## src/rtl/id_ex_hazard_stage_if.sv

```systemverilog
// id_ex_hazard_stage_if: ID-stage inputs and ID/EX pipeline-register outputs of the hazard stage.
interface id_ex_hazard_stage_if #(
    parameter int DATA_W = 32,
    parameter int CNT_W  = 16
);
    logic              flush;
    logic [4:0]        IF_ID_Rs, IF_ID_Rt, IF_ID_Rd;
    logic              ID_RegWrite, ID_MemRead, ID_MemWrite, ID_MemToReg, ID_ALUSrc, ID_RegDst;
    logic [2:0]        ID_ALUOp;
    logic [DATA_W-1:0] ID_RsData, ID_RtData, ID_Imm;
    logic [4:0]        ID_EX_Rs, ID_EX_Rt, ID_EX_Rd;
    logic              ID_EX_RegWrite, ID_EX_MemRead, ID_EX_MemWrite, ID_EX_MemToReg, ID_EX_ALUSrc, ID_EX_RegDst;
    logic [2:0]        ID_EX_ALUOp;
    logic [DATA_W-1:0] ID_EX_RsData, ID_EX_RtData, ID_EX_Imm;
    logic              stall;
    logic [CNT_W-1:0]  stall_count;

    modport master (
        output flush, IF_ID_Rs, IF_ID_Rt, IF_ID_Rd,
               ID_RegWrite, ID_MemRead, ID_MemWrite, ID_MemToReg, ID_ALUSrc, ID_RegDst,
               ID_ALUOp, ID_RsData, ID_RtData, ID_Imm,
        input  ID_EX_Rs, ID_EX_Rt, ID_EX_Rd,
               ID_EX_RegWrite, ID_EX_MemRead, ID_EX_MemWrite, ID_EX_MemToReg, ID_EX_ALUSrc, ID_EX_RegDst,
               ID_EX_ALUOp, ID_EX_RsData, ID_EX_RtData, ID_EX_Imm, stall, stall_count
    );

    modport slave (
        input  flush, IF_ID_Rs, IF_ID_Rt, IF_ID_Rd,
               ID_RegWrite, ID_MemRead, ID_MemWrite, ID_MemToReg, ID_ALUSrc, ID_RegDst,
               ID_ALUOp, ID_RsData, ID_RtData, ID_Imm,
        output ID_EX_Rs, ID_EX_Rt, ID_EX_Rd,
               ID_EX_RegWrite, ID_EX_MemRead, ID_EX_MemWrite, ID_EX_MemToReg, ID_EX_ALUSrc, ID_EX_RegDst,
               ID_EX_ALUOp, ID_EX_RsData, ID_EX_RtData, ID_EX_Imm, stall, stall_count
    );
endinterface

```

## src/rtl/id_ex_hazard_stage.sv

```systemverilog
// id_ex_hazard_stage: ID/EX pipeline register with load-use stall detection, flush bubbles and a saturating stall counter.
module id_ex_hazard_stage #(
    parameter int DATA_W = 32,
    parameter int CNT_W  = 16
) (
    input logic                clk,
    input logic                rst_n,
    id_ex_hazard_stage_if.slave bus
);
    typedef struct packed {
        logic [4:0]        rs, rt, rd;
        logic              reg_write, mem_read, mem_write, mem_to_reg, alu_src, reg_dst;
        logic [2:0]        alu_op;
        logic [DATA_W-1:0] rs_data, rt_data, imm;
    } stage_t;

    stage_t           stage_q, stage_d, id_in;
    logic [CNT_W-1:0] count_q, count_d;
    logic             hazard, stall;

    assign id_in = '{bus.IF_ID_Rs, bus.IF_ID_Rt, bus.IF_ID_Rd,
                     bus.ID_RegWrite, bus.ID_MemRead, bus.ID_MemWrite, bus.ID_MemToReg, bus.ID_ALUSrc, bus.ID_RegDst,
                     bus.ID_ALUOp, bus.ID_RsData, bus.ID_RtData, bus.ID_Imm};

    // A load in EX whose (non-zero) destination is read by the instruction in ID.
    assign hazard = stage_q.mem_read && stage_q.rt != 5'd0 &&
                    (stage_q.rt == bus.IF_ID_Rs || stage_q.rt == bus.IF_ID_Rt);
    assign stall  = hazard && !bus.flush;

    always_comb begin
        stage_d = (hazard || bus.flush) ? '0 : id_in;
        count_d = (stall && count_q != '1) ? count_q + CNT_W'(1) : count_q;
    end

    always_ff @(posedge clk) begin
        if (!rst_n) begin
            stage_q <= '0;
            count_q <= '0;
        end else begin
            stage_q <= stage_d;
            count_q <= count_d;
        end
    end

    assign bus.ID_EX_Rs       = stage_q.rs;
    assign bus.ID_EX_Rt       = stage_q.rt;
    assign bus.ID_EX_Rd       = stage_q.rd;
    assign bus.ID_EX_RegWrite = stage_q.reg_write;
    assign bus.ID_EX_MemRead  = stage_q.mem_read;
    assign bus.ID_EX_MemWrite = stage_q.mem_write;
    assign bus.ID_EX_MemToReg = stage_q.mem_to_reg;
    assign bus.ID_EX_ALUSrc   = stage_q.alu_src;
    assign bus.ID_EX_RegDst   = stage_q.reg_dst;
    assign bus.ID_EX_ALUOp    = stage_q.alu_op;
    assign bus.ID_EX_RsData   = stage_q.rs_data;
    assign bus.ID_EX_RtData   = stage_q.rt_data;
    assign bus.ID_EX_Imm      = stage_q.imm;
    assign bus.stall          = stall;
    assign bus.stall_count    = count_q;
endmodule
```

## src/flat_wrapper.sv

```systemverilog
// flat-port wrapper written by rule: the top's interface ports become plain ports
module id_ex_hazard_stage_flat 
#(
    parameter int DATA_W = 32,
    parameter int CNT_W  = 16
)
  (clk, rst_n, bus_flush, bus_IF_ID_Rs, bus_IF_ID_Rt, bus_IF_ID_Rd, bus_ID_RegWrite, bus_ID_MemRead, bus_ID_MemWrite, bus_ID_MemToReg, bus_ID_ALUSrc, bus_ID_RegDst, bus_ID_ALUOp, bus_ID_RsData, bus_ID_RtData, bus_ID_Imm, bus_ID_EX_Rs, bus_ID_EX_Rt, bus_ID_EX_Rd, bus_ID_EX_RegWrite, bus_ID_EX_MemRead, bus_ID_EX_MemWrite, bus_ID_EX_MemToReg, bus_ID_EX_ALUSrc, bus_ID_EX_RegDst, bus_ID_EX_ALUOp, bus_ID_EX_RsData, bus_ID_EX_RtData, bus_ID_EX_Imm, bus_stall, bus_stall_count);
  id_ex_hazard_stage_if #(.DATA_W(DATA_W), .CNT_W(CNT_W)) bus_i ();
  input logic clk;
  input logic rst_n;
  input wire logic [$bits(bus_i.flush)-1:0] bus_flush;
  input wire logic [$bits(bus_i.IF_ID_Rs)-1:0] bus_IF_ID_Rs;
  input wire logic [$bits(bus_i.IF_ID_Rt)-1:0] bus_IF_ID_Rt;
  input wire logic [$bits(bus_i.IF_ID_Rd)-1:0] bus_IF_ID_Rd;
  input wire logic [$bits(bus_i.ID_RegWrite)-1:0] bus_ID_RegWrite;
  input wire logic [$bits(bus_i.ID_MemRead)-1:0] bus_ID_MemRead;
  input wire logic [$bits(bus_i.ID_MemWrite)-1:0] bus_ID_MemWrite;
  input wire logic [$bits(bus_i.ID_MemToReg)-1:0] bus_ID_MemToReg;
  input wire logic [$bits(bus_i.ID_ALUSrc)-1:0] bus_ID_ALUSrc;
  input wire logic [$bits(bus_i.ID_RegDst)-1:0] bus_ID_RegDst;
  input wire logic [$bits(bus_i.ID_ALUOp)-1:0] bus_ID_ALUOp;
  input wire logic [$bits(bus_i.ID_RsData)-1:0] bus_ID_RsData;
  input wire logic [$bits(bus_i.ID_RtData)-1:0] bus_ID_RtData;
  input wire logic [$bits(bus_i.ID_Imm)-1:0] bus_ID_Imm;
  output wire logic [$bits(bus_i.ID_EX_Rs)-1:0] bus_ID_EX_Rs;
  output wire logic [$bits(bus_i.ID_EX_Rt)-1:0] bus_ID_EX_Rt;
  output wire logic [$bits(bus_i.ID_EX_Rd)-1:0] bus_ID_EX_Rd;
  output wire logic [$bits(bus_i.ID_EX_RegWrite)-1:0] bus_ID_EX_RegWrite;
  output wire logic [$bits(bus_i.ID_EX_MemRead)-1:0] bus_ID_EX_MemRead;
  output wire logic [$bits(bus_i.ID_EX_MemWrite)-1:0] bus_ID_EX_MemWrite;
  output wire logic [$bits(bus_i.ID_EX_MemToReg)-1:0] bus_ID_EX_MemToReg;
  output wire logic [$bits(bus_i.ID_EX_ALUSrc)-1:0] bus_ID_EX_ALUSrc;
  output wire logic [$bits(bus_i.ID_EX_RegDst)-1:0] bus_ID_EX_RegDst;
  output wire logic [$bits(bus_i.ID_EX_ALUOp)-1:0] bus_ID_EX_ALUOp;
  output wire logic [$bits(bus_i.ID_EX_RsData)-1:0] bus_ID_EX_RsData;
  output wire logic [$bits(bus_i.ID_EX_RtData)-1:0] bus_ID_EX_RtData;
  output wire logic [$bits(bus_i.ID_EX_Imm)-1:0] bus_ID_EX_Imm;
  output wire logic [$bits(bus_i.stall)-1:0] bus_stall;
  output wire logic [$bits(bus_i.stall_count)-1:0] bus_stall_count;
  assign bus_i.flush = bus_flush;
  assign bus_i.IF_ID_Rs = bus_IF_ID_Rs;
  assign bus_i.IF_ID_Rt = bus_IF_ID_Rt;
  assign bus_i.IF_ID_Rd = bus_IF_ID_Rd;
  assign bus_i.ID_RegWrite = bus_ID_RegWrite;
  assign bus_i.ID_MemRead = bus_ID_MemRead;
  assign bus_i.ID_MemWrite = bus_ID_MemWrite;
  assign bus_i.ID_MemToReg = bus_ID_MemToReg;
  assign bus_i.ID_ALUSrc = bus_ID_ALUSrc;
  assign bus_i.ID_RegDst = bus_ID_RegDst;
  assign bus_i.ID_ALUOp = bus_ID_ALUOp;
  assign bus_i.ID_RsData = bus_ID_RsData;
  assign bus_i.ID_RtData = bus_ID_RtData;
  assign bus_i.ID_Imm = bus_ID_Imm;
  assign bus_ID_EX_Rs = bus_i.ID_EX_Rs;
  assign bus_ID_EX_Rt = bus_i.ID_EX_Rt;
  assign bus_ID_EX_Rd = bus_i.ID_EX_Rd;
  assign bus_ID_EX_RegWrite = bus_i.ID_EX_RegWrite;
  assign bus_ID_EX_MemRead = bus_i.ID_EX_MemRead;
  assign bus_ID_EX_MemWrite = bus_i.ID_EX_MemWrite;
  assign bus_ID_EX_MemToReg = bus_i.ID_EX_MemToReg;
  assign bus_ID_EX_ALUSrc = bus_i.ID_EX_ALUSrc;
  assign bus_ID_EX_RegDst = bus_i.ID_EX_RegDst;
  assign bus_ID_EX_ALUOp = bus_i.ID_EX_ALUOp;
  assign bus_ID_EX_RsData = bus_i.ID_EX_RsData;
  assign bus_ID_EX_RtData = bus_i.ID_EX_RtData;
  assign bus_ID_EX_Imm = bus_i.ID_EX_Imm;
  assign bus_stall = bus_i.stall;
  assign bus_stall_count = bus_i.stall_count;
  id_ex_hazard_stage #(.DATA_W(DATA_W), .CNT_W(CNT_W)) u_core (.clk(clk), .rst_n(rst_n), .bus(bus_i));
endmodule
```

## config.mk

```make
export PLATFORM = sky130hd
export DESIGN_NAME = id_ex_hazard_stage_flat
export DESIGN_NICKNAME = d
export VERILOG_FILES = /design/src/rtl/id_ex_hazard_stage_if.sv /design/src/rtl/id_ex_hazard_stage.sv /design/src/flat_wrapper.sv
export SDC_FILE = /design/constraint.sdc
export NUM_CORES = 1
export LEC_CHECK = 0
export CORE_ASPECT_RATIO = 0.5
export CORE_UTILIZATION = 37
export DETAILED_ROUTE_END_ITERATION = 10
export PLACE_DENSITY = 0.82
export SETUP_SLACK_MARGIN = 0.2
export SLEW_MARGIN = 20
export SYNTH_ARGS = -nofsm -noshare
export SYNTH_HDL_FRONTEND = slang
export SYNTH_SLANG_ARGS = --single-unit
```

## constraint.sdc

```tcl
create_clock -name clk -period 3.3 [get_ports clk]
set_clock_uncertainty 0.15 [all_clocks]
set_input_delay 0.99 -clock clk [delete_from_list [all_inputs] [get_ports clk]]
set_output_delay 0.99 -clock clk [all_outputs]
set_load 0.05 [all_outputs]
```

Word level (Yosys, flattened, before mapping)
Cells that the tools add are included.
Widths: inputs -> output; s select.
{"block": "word_totals", "output_inout_bits": 137, "input_bits": 123, "regBits": 136}
{"block": "op_classes", "bitwise_logic": 1, "n_eq_ne": 3, "n_addsub": 1, "n_reduce_logical": 9}
{"op": "$add 16x1->16 const B", "n": 1}
{"op": "$ne 16x16->1 const B", "n": 1}
{"op": "$eq 5x5->1", "n": 2}
{"op": "$reduce_bool 5->1", "n": 1}
{"op": "$logic_and 1x1->1", "n": 4}
{"op": "$logic_or 1x1->1", "n": 2}
{"op": "$reduce_or 2->1", "n": 1}
{"op": "$logic_not 1->1", "n": 1}
{"op": "$not 1->1", "n": 1}

Depth between registers and ports, before layout
Gate-level depths: netlist of run 1.
{"block": "logic_depth", "ltp_word": 5, "ltp_mapped": 7, "ltp_nobuf": 5}

Worst setup path before layout of run 1
Ideal clock, no wire load.
{"block": "synth_timing", "kind": "input-to-output", "start": "in bus_IF_ID_Rs[4]", "end": "out bus_stall", "t_required_ns": 2.160, "path_stages": 6, "arrival_ns": 2.489, "slack_ns": -0.329, "cell_sequence": "xnor2_1 nand3_1 o22a_1 clkbuf_1 clkbuf_1 nor2_1"}
{"block": "synth_between", "elab_chain_len": 4}
{"element": "start: declaration", "line": "flat_wrapper.sv:12", "text": "input wire logic [$bits(bus_i.IF_ID_Rs)-1:0] bus_IF_ID_Rs;"}
{"element": "$eq 5x5->1", "line": "id_ex_hazard_stage.sv:27", "text": "(stage_q.rt == bus.IF_ID_Rs || stage_q.rt == bus.IF_ID_Rt);"}
{"element": "$logic_or 1x1->1", "line": "id_ex_hazard_stage.sv:27"}
{"element": "$logic_and 1x1->1", "line": "id_ex_hazard_stage.sv:26", "text": "assign hazard = stage_q.mem_read && stage_q.rt != 5'd0 &&"}
{"element": "$logic_and 1x1->1", "line": "id_ex_hazard_stage.sv:28", "text": "assign stall = hazard && !bus.flush;"}
{"element": "end: declaration", "line": "flat_wrapper.sv:38", "text": "output wire logic [$bits(bus_i.stall)-1:0] bus_stall;"}
Every way passes these cells.

Worst setup path after layout of run 1
{"block": "layout_timing", "start": "in bus_IF_ID_Rt[4]", "end": "out bus_stall"}
{"block": "layout_between", "elab_chain_len": 4}
{"element": "start: declaration", "line": "flat_wrapper.sv:13", "text": "input wire logic [$bits(bus_i.IF_ID_Rt)-1:0] bus_IF_ID_Rt;"}
{"element": "$eq 5x5->1", "line": "id_ex_hazard_stage.sv:27"}
{"element": "$logic_or 1x1->1", "line": "id_ex_hazard_stage.sv:27"}
{"element": "$logic_and 1x1->1", "line": "id_ex_hazard_stage.sv:26"}
{"element": "$logic_and 1x1->1", "line": "id_ex_hazard_stage.sv:28"}
Every way passes these cells.

==> results of run 1 <==
[synth_stat cells (2+ instances only)]
cell / n
nor3_1: 2
and3_1: 2
or4_1: 4
mux2i_1: 12
o31ai_1: 2
nand3b_1: 2
nand2_1: 20
nand2b_1: 12
nor2_1: 4
nor4_1: 9
inv_1: 3
xnor2_1: 10
nand4_1: 3
and2_1: 120
dfxtp_1: 136
clkbuf_1: 7
a21oi_1: 2
buf_4: 11
nand3_1: 6
o21a_1: 2
o211ai_1: 3
[critical path, stage by stage]
cell and delay (ns):
buf_2 0.14, xnor2_2 0.23, nand3_2 0.16, o22a_4 0.25, nor2_4 0.12, buf_12 0.15
[metrics by stage]
step	instances	TNS, ns	util [%]	instance area (sq um)
2_1_floorplan	383	0	-	4400
3_3_place_gp	792	-0.137	64.1	7170
3_5_place_dp	792	-0.165	64.1	7170
4_1_cts	839	0	70.3	7860
5_1_grt	857	0	74.4	8320
6_report	857	0	74.4	8320
[power by group]
part,internal [W],total [W],leakage (nW),switching [W]
sequential,0.00170,0.00172,1.11,0.0000210
combinational,0.000344,0.000695,1.85,0.000351
clock,0.00109,0.00188,0.290,0.000785
[routing by layer]
metal  up-vias  wire (um)  track usage [%]
met5         -          0                0
met4         0        336             9.50
met3        24        664             4.42
met2       125       7680             37.7
met1      1810       5930             23.1
li1       1861          -                -
[flip-flops by register name, summed over array words and instances, names as in the netlist]
signal                     count
u_core.bus.ID_EX_Rd            5
u_core.bus.ID_EX_MemToReg      1
u_core.bus.ID_EX_RegWrite      1
u_core.bus.ID_EX_Rs            5
u_core.bus.ID_EX_Imm          32
u_core.bus.ID_EX_RsData       32
u_core.bus.ID_EX_MemWrite      1
u_core.bus.stall_count        16
u_core.bus.ID_EX_MemRead       1
u_core.bus.ID_EX_RtData       32
u_core.bus.ID_EX_ALUOp         3
u_core.bus.ID_EX_ALUSrc        1
u_core.bus.ID_EX_RegDst        1
u_core.bus.ID_EX_Rt            5
[worst paths after layout]
kind / startpoint / end / slack (ns) / depth (start not counted)
min: u_core.bus.stall_count[14] / u_core.bus.stall_count[14] / 0.34 / 2
max: bus_IF_ID_Rt[4] / bus_stall / 0.12 / 6
max reg2reg: u_core.bus.ID_EX_Rt[0] / u_core.bus.ID_EX_ALUOp[2] / 0.49 / 16
min reg2reg: u_core.bus.stall_count[14] / u_core.bus.stall_count[14] / 0.34 / 2
[what timing repair did]
action | CTS | global route
setup endpoints to repair | 1 | 121
cloned | 0 | 14
hold buffers | 0 | 0
gates resized for setup | 42 | 60
setup buffers | 15 | 4
pin swaps | 15 | 31
[layout make-up]
cell class              instances  area share (%)
multi-input cells             226            20.5
flip-flops and latches        136            32.7
clock buffers                  18            5.28
inverters                       3           0.135
clock inverters                14            1.83
well taps                     159            2.39
repair buffers                301            37.2
[logic make-up (layout without fill, tap and decap cells)]
family                     after synthesis  in the layout  share of synthesized area [%]
and+or+nand+nor                        188            188                           26.1
AOI/OAI and AO/OA                       15             15                           3.10
muxes                                   12             12                           2.78
buffers and inverters                   21            336                           2.78
DFF                                    136            136                           62.9
xor gates and xnor gates                10             10                           2.02
adders and majority gates                1              1                          0.289
==> results by group, run 1 <==
Global route
  • GRT Util Overall: between 20% and 30%
  • Initial antenna violation count: 0
  • Largest net degree at the start of global routing: ~70
  • GRT Residual Overflow: 0
  • Number of global-route vias before repair: between 3000 and 4000
  • First-pass GRT wire length: 19000 um

Place
  • Hpwl dp: 9070 um
  • GP Congestion: 0.813
  • PortBufs: approximately 260
  • Setup WS pre-CTS: -0.165 ns

Die
  • DIE AREA: about 12000 sq um
  • Die span in y: 78.5 um
  • Row count: 27
  • Ports: 260
  • Core ar.: 11200 sq um
  • Die width: 155 um
  • Starting Density: around two fifths

Synthesis
  • Yosys reg bits: 136
  • Register area share after synthesis: 62.9%
  • Warnings, synthesis: 0
  • Area contributors post-synth: dfxtp_1 (63%), and2_1 (17%), mux2i_1 (2.8%), xnor2_1 (2.0%), buf_4 (1.9%)
  • Number of flops mapped to enable cells by yosys: 0
  • Top-area cell type share of the netlist area: 62.9%
  • Cells after synthesis: approximately 380
  • Synth area leader: dfxtp_1
  • Post-Syn Area per Cell: around 11 sq um
  • Distinct cell type count after synthesis: 32
  • Ys async rst share: 0%
  • Cell area after synthesis: 4330 sq um
  • Net count of the mapped netlist: 507
  • Ys flop type: dfxtp_1

Clock tree
  • Number of H-tree levels: 4
  • Clock buffer depth: 2
  • CTS tree: yes
  • CTS sink cnt: between 100 and 150
  • Worst-Skew Late Latency: 0.41 ns
  • Clock Tree Root: clkbuf_16
  • Reg clk slew, reported paths: 0.06 ns
  • TritonCTS buffer count: 17

Finish
  • Layout cells sized above 1: 20.6%
  • Antenna diodes: 0
  • Area occupied by multi-input gates: 1710 sq um
  • Fillers: 728
  • Fin nets: 809
  • Commonest non-fill, non-tap cell in the layout: clkdlybuf4s50_1
  • Synth-to-Final Area Change: 92.5%
  • Sequential cell area: about 2700 sq um
  • Most frequent cells in the layout: clkdlybuf4s50_1 (248), dfxtp_1 (136), and2_1 (81)

Routing
  • DRC: 0
  • Average wire per standard cell: 17.1 um
  • Initial DRC Count: 121
  • Drt first pass iters: 4
  • Routed WL: ~15000 um
  • Via density: 4.46
  • Via Count: 3820
  • Post-DRT Antenna Nets: 0

STA
  • Fin. Hold Viols: 0
  • Setup Viol. Count Final: 0
  • Fin. max-slew vios: 0
  • Slew HR: 62.8%
  • Final WS setup: ~0.12 ns
  • Fmax achieved: 0.314 GHz
  • Worst hold margin: 0.337 ns
  • Worst Max-Slew Pin Slew: 0.557 ns
  • Min Clock Period, post-route: 3.18 ns
  • Final period util: 96.4%
  • RSZ-0062 raised after global routing: yes

Pwr
  • Leakage: 3.25 nW
  • Power Dens Cells: 516 nW/um^2
  • Worst vdd ir: 0.000462 V
  • Tot Pwr: ~0.0043 W

Setup path
  • CP Class: in -> out
  • Crit-path max FO: 2
  • CP arrival: 2.04 ns
  • Critical Path RT: 2.16 ns
  • CP Capture Type: output port
  • Startpoint types: input port

Outcome
  • Status: finished clean

Worst hold path
  • HP Class: reg -> reg

Flow run
  • Max-Cap Viols: 0
No activity file was read; power rests on OpenSTA's default activity.
==> inputs of run 2 (changes only) <==
--- a/config.mk
+++ b/config.mk
@@ -6,9 +6,9 @@
 export NUM_CORES = 1
 export LEC_CHECK = 0
 export CORE_ASPECT_RATIO = 0.5
-export CORE_UTILIZATION = 37
+export CORE_UTILIZATION = 40
 export DETAILED_ROUTE_END_ITERATION = 10
-export PLACE_DENSITY = 0.82
+export PLACE_DENSITY = 0.87
 export SETUP_SLACK_MARGIN = 0.2
 export SLEW_MARGIN = 20
 export SYNTH_ARGS = -nofsm -noshare
==> constraint.sdc (replaced) <==
create_clock -name clk -period 4.1 [get_ports clk]
set_clock_uncertainty 0.15 [all_clocks]
set_input_delay 1.23 -clock clk [delete_from_list [all_inputs] [get_ports clk]]
set_output_delay 1.23 -clock clk [all_outputs]
set_load 0.05 [all_outputs]
==> results by group, run 2 (synthesized netlist as in run 1, its figures left out) <==
Setup path
  • Crit-path max FO: 2 (unchanged)
  • Startpoint types: input port
  • Critical path buffer and inverter count: 2 (unchanged)
  • CP Class: in -> out
  • Slowest cell on the critical path: clkdlybuf4s50_1
  • Max incr delay on CP: 0.49 ns (+0.24 ns)
  • CP Capture Type: output port
  • Flop2flop setup slack: 1.65 ns (+1.16 ns)
  • Critical Path RT: 2.72 ns (+0.56 ns)
  • Top delay family on crit path: buffers and inverters
  • CP cell instances: clkdlybuf4s50_1 -> xnor2_1 -> nand2_1 -> o22a_2 -> nor2_4 -> buf_12
  • Worst Setup SP: bus_IF_ID_Rt[3]
  • Reg2Reg Launch Point: u_core.bus.ID_EX_Rt[0]
  • CP arrival: 2.46 ns (+0.42 ns)

Worst hold path
  • HP Start: u_core.bus.stall_count[4]
  • HP Class: reg -> reg

Clock tree
  • Clock Tree Root: clkbuf_16
  • Hold_buf cts: 0 (unchanged)
  • CTS tree: yes
  • Worst-Skew Late Latency: 0.40 ns (about the same)
  • Reg clk slew, reported paths: 0.06 ns (about the same)
  • CTS sink cnt: 136 (unchanged)
  • Number of H-tree levels: 4 (unchanged)
  • Clock buffer depth: 2 (unchanged)
  • TritonCTS buffer count: 17 (unchanged)

Finish
  • Fillers: 754 (+3.6%)
  • Most frequent cells in the layout: clkdlybuf4s50_1 (249), dfxtp_1 (136), and2_1 (120)
  • Final core area utilization: 74.4% (about the same)
  • Fin nets: 775 (-4.2%)
  • Antenna diodes: 0 (unchanged)
  • Synth-to-Final Area Change: 77.9%
  • Layout cells sized above 1: 7.08% (-14 points)
  • Final Cell Area: 7700 sq um (-7.5%)
  • Commonest non-fill, non-tap cell in the layout: clkdlybuf4s50_1

STA
  • Slew HR: 63.4% (+0.69 points)
  • Final period util: roughly 94%
  • Final setup TNS: 0 ns (unchanged)
  • RSZ-0062 raised after global routing: no
  • Worst Max-Slew Pin Slew: 0.547 ns (-0.0103 ns)
  • Fin. max-slew vios: 0 (unchanged)
  • Final WS setup: 0.262 ns (+0.145 ns)
  • Min Clock Period, post-route: 3.84 ns
  • Fin. Hold Viols: 0 (unchanged)
  • Fmax achieved: around 0.26 GHz
  • Setup Viol. Count Final: 0 (unchanged)

Die
  • Die span in y: 75.5 um (-3.7%)
  • Core ar.: 10300 sq um (-7.5%)
  • Die width: 149 um (-3.8%)
  • DIE AREA: 11300 sq um (-7.4%)
  • Ports: 260 (unchanged)
  • Row count: 26 (-3.7%)
  • Starting Density: 41.8% (+3.1 points)

Global route
  • Largest net degree at the start of global routing: 73 (+7.4%)
  • Number of global-route vias before repair: 3319 (-7.5%)
  • GRT Util Overall: 20.8% (+0.15 points)
  • Initial antenna violation count: 0 (unchanged)
  • GRT Residual Overflow: 0 (unchanged)
  • First-pass GRT wire length: 17100 um (-9.8%)

Routing
  • Via Count: 3557 (-6.9%)
  • Via density: 4.42 (-0.75%)
  • Initial DRC Count: 135 (+12%)
  • DRC: 0 (unchanged)
  • Routed WL: 12400 um (-15%)
  • Drt first pass iters: 4 (unchanged)
  • Average wire per standard cell: 15.4 um (-9.7%)
  • Post-DRT Antenna Nets: 0 (unchanged)

Pwr
  • Leakage: 2.98 nW (-8.4%)
  • Power Dens Cells: 438 nW/um^2 (-15%)
  • Worst vdd ir: 0.000361 V (-22%)

Flow run
  • Max-Cap Viols: 0 (unchanged)

Place
  • PortBufs: 259 (unchanged)
  • Setup WS pre-CTS: 0.148 ns (+0.313 ns)
  • Hpwl dp: 9270 um (+2.1%)
  • DP Area: 7040 sq um (-1.8%)
  • GP Congestion: 0.868 (+6.8%)

Outcome
  • Status: finished clean
## run 2: path summary, 6_finish.rpt
check | endpoint | cells after the start
hold / removal | u_core.bus.stall_count[4] | 2
setup / recovery | bus_stall | 6
hold reg to reg | u_core.bus.stall_count[4] | 2
setup reg to reg | u_core.bus.ID_EX_RsData[13] | 5
## run 2: through the flow
step | cells | power, W | hold WS [ns]
global placement | 769 | 0.00187 | 0.320
floorplan | 383 | 0.00165 | 0.537
detailed placement | 769 | 0.00187 | 0.340
finish | 804 | 0.00337 | 0.345
CTS | 801 | 0.00339 | 0.348
global route | 804 | 0.00347 | 0.384
## run 2: per-layer routing
metal  vias to the layer above  global-route usage [%]  share of wire (%)
li1                       1774                       -                  -
met1                      1676                    22.6                 40
met2                        88                    39.8                 55
met3                        19                    4.67                3.8
met4                         0                    9.30                1.9
met5                         -                       0                  0
## run 2: power breakdown
part | switching, W | internal (W)
Clock | 0.000585 | 0.000937
Combinational | 0.000248 | 0.000213
Sequential | 0.0000152 | 0.00137
## run 2: what timing repair did
action / 4_1_cts / 5_1_grt
endpoints found under the setup margin: 1 / 1
gates resized for setup: 1 / 11
buffers inserted: 0 / 3
pin swaps: 2 / 7
## run 2: tightest hold or removal path, stage by stage, from the launching register on
cell and delay [ns]:
dfxtp_1 0.33, nand2_1 0.06, mux2i_1 0.05
## run 2: area by class of cell
class                      instances  area, sq um  area share [%]
timing repair buffer             267         2690            34.9
sequential                       136         2720            35.4
multi-input combinational        226         1510            19.6
clock buffer                      20          457            5.93
clock inverter                    12          139            1.80
tap                              140          175            2.28
inverter                           3         11.3           0.146
==> inputs of run 3 (changes only) <==
--- a/config.mk
+++ b/config.mk
@@ -6,6 +6,7 @@
 export NUM_CORES = 1
 export LEC_CHECK = 0
 export CORE_ASPECT_RATIO = 0.5
+export CORE_MARGIN = 5
 export CORE_UTILIZATION = 40
 export DETAILED_ROUTE_END_ITERATION = 10
 export PLACE_DENSITY = 0.87
==> results by group, run 3 (synthesized netlist as in run 1, its figures left out) <==
Die
  • Starting Density: 41.7% (-0.13 points)
  • DIE AREA: 13100 sq um (+17%)
  • Die span in y: 83.5 um (+11%)
  • Core ar.: 10400 sq um (+0.32%)
  • Row count: 26 (unchanged)
  • Ports: 260 (unchanged)
  • Die width: 157 um (+5.4%)

Setup path
  • CP arrival: 2.49 ns (+0.03 ns)
  • Slowest cell on the critical path: clkdlybuf4s50_1
  • Startpoint types: input port
  • Worst reg2reg path depth: 5 (unchanged)
  • CP Capture Type: output port
  • Flop2flop setup slack: 1.58 ns (-0.07 ns)
  • Crit-path max FO: 2 (unchanged)
  • Critical Path RT: 2.72 ns (about the same)
  • Max incr delay on CP: 0.49 ns (about the same)
  • Worst Setup SP: bus_IF_ID_Rt[2]
  • CP Class: in -> out
  • Reg2Reg Launch Point: u_core.bus.ID_EX_Rt[0]
  • CP cell instances: clkdlybuf4s50_1 -> xnor2_1 -> nand2_1 -> o22a_1 -> nor2_4 -> buf_12

STA
  • RSZ-0062 raised after global routing: no
  • Final setup TNS: 0 ns (unchanged)
  • Setup Viol. Count Final: 0 (unchanged)
  • Fmax achieved: 0.258 GHz (-0.91%)
  • Final period util: 94.5% (+0.86 points)
  • Worst Max-Slew Pin Slew: 0.576 ns (+0.0291 ns)
  • Slew HR: 61.6% (-1.8 points)
  • Fin. max-slew vios: 0 (unchanged)
  • Min Clock Period, post-route: 3.87 ns (+0.0352 ns)
  • Fin. Hold Viols: 0 (unchanged)
  • Final WS setup: 0.227 ns (-0.0352 ns)

Clock tree
  • Worst-Skew Late Latency: 0.40 ns (about the same)
  • TritonCTS buffer count: 17 (unchanged)
  • Clock Tree Root: clkbuf_16
  • Clock buffer depth: 2 (unchanged)
  • CTS tree: yes
  • Number of H-tree levels: 4 (unchanged)
  • Reg clk slew, reported paths: 0.06 ns (about the same)
  • CTS sink cnt: 136 (unchanged)

Global route
  • GRT Util Overall: 19.1% (-1.7 points)
  • Number of global-route vias before repair: 3501 (+5.5%)
  • GRT Residual Overflow: 0 (unchanged)
  • Initial antenna violation count: 0 (unchanged)
  • First-pass GRT wire length: 19400 um (+13%)
  • Largest net degree at the start of global routing: 81 (+11%)

Routing
  • Post-DRT Antenna Nets: 0 (unchanged)
  • Initial DRC Count: 141 (+4.4%)
  • Via density: 4.34 (-1.8%)
  • Drt first pass iters: 4 (unchanged)
  • DRC: 0 (unchanged)
  • Routed WL: 12900 um (+4.0%)
  • Average wire per standard cell: 16.0 um (+4.2%)
  • Via Count: 3483 (-2.1%)

Place
  • GP Congestion: 0.836 (-3.6%)
  • Hpwl dp: 10000 um (+8.2%)
  • Placed Cells: 769 (unchanged)
  • PortBufs: 259 (unchanged)
  • Setup WS pre-CTS: 0.0928 ns (-0.0553 ns)

Pwr
  • Tot Pwr: 0.00337 W (+0.12%)
  • Power Dens Cells: 440 nW/um^2 (+0.61%)
  • Leakage: 2.93 nW (-1.7%)
  • Worst vdd ir: 0.000315 V (-13%)

Outcome
  • Status: finished clean

Finish
  • Layout cells sized above 1: 6.65% (-0.43 points)
  • Antenna diodes: 0 (unchanged)
  • Most frequent cells in the layout: clkdlybuf4s50_1 (249), dfxtp_1 (136), and2_1 (120)
  • Fin nets: 773 (-0.26%)
  • Synth-to-Final Area Change: 77.1%
  • Commonest non-fill, non-tap cell in the layout: clkdlybuf4s50_1
  • Final core area utilization: 73.8% (-0.60 points)
  • Non-filler instance count after layout: 802 (-0.25%)

Worst hold path
  • HP Class: reg -> reg
  • Min-Delay Path Depth: 2 (unchanged)
  • HP Start: u_core.bus.stall_count[14]

Flow run
  • Max-Cap Viols: 0 (unchanged)
[run 3: cell count changes in the layout (fill, tap and decap cells not counted), moves of 2 or more]
cell | previous run | this run
buf_4 | 8 | 6
clkinv_4 | 0 | 3
dlygate4sd2_1 | 0 | 5
dlymetal6s2s_1 | 9 | 4
[run 3: power breakdown]
group	internal, W	total (W)	leakage (nW)	switching, W
registers	0.00137	0.00138	1.11	0.0000154
clock network	0.000927	0.00153	0.285	0.000601
logic	0.000211	0.000459	1.53	0.000248
[run 3: final cells by class]
class                   instances  area, sq um
fillers                       759         2720
clock inverters                14          161
inverters                       3         11.3
repair buffers                265         2650
clock buffers                  18          439
multi-input cells             226         1500
well taps                     140          175
flip-flops and latches        136         2720
[run 3: path summary, 6_finish.rpt]
path / to
worst min-delay path: u_core.bus.stall_count[14]
worst max register to register: u_core.bus.ID_EX_RtData[14]
worst max-delay path: bus_stall
worst min register to register: u_core.bus.stall_count[14]
[run 3: metrics by stage]
stage	hold slack [ns]	cell area, sq um
finish	0.335	7660
global route	0.370	7660
CTS	0.336	7640
detailed placement	0.325	7040
global placement	0.318	7040
floorplan	0.537	4330
[run 3: per-layer routing]
| metal | global-route usage, % | routed length, um | vias up | share of wire [%] |
|---|---|---|---|---|
| met2 | 35.9 | 7040 | 100 | 55 |
| met3 | 4.87 | 669 | 15 | 5.2 |
| met1 | 21.1 | 4980 | 1595 | 39 |
| li1 | - | - | 1773 | - |
| met5 | 0 | 0 | - | 0 |
| met4 | 5.70 | 189 | 0 | 1.5 |
[run 3: worst max-delay path: cells and delay by family]
family	cells	cell delay, ns
simple gates	2	0.26
compound gates	1	0.25
xor+xnor	1	0.12
buf+inv	2	0.64
[run 3: repair_timing]
item,CTS,global route
hold endpoints to repair,0,0
setup buffers,1,0
pin swaps,5,5
resized for setup,5,5
setup endpoints to repair,1,1
hold buffers,0,0
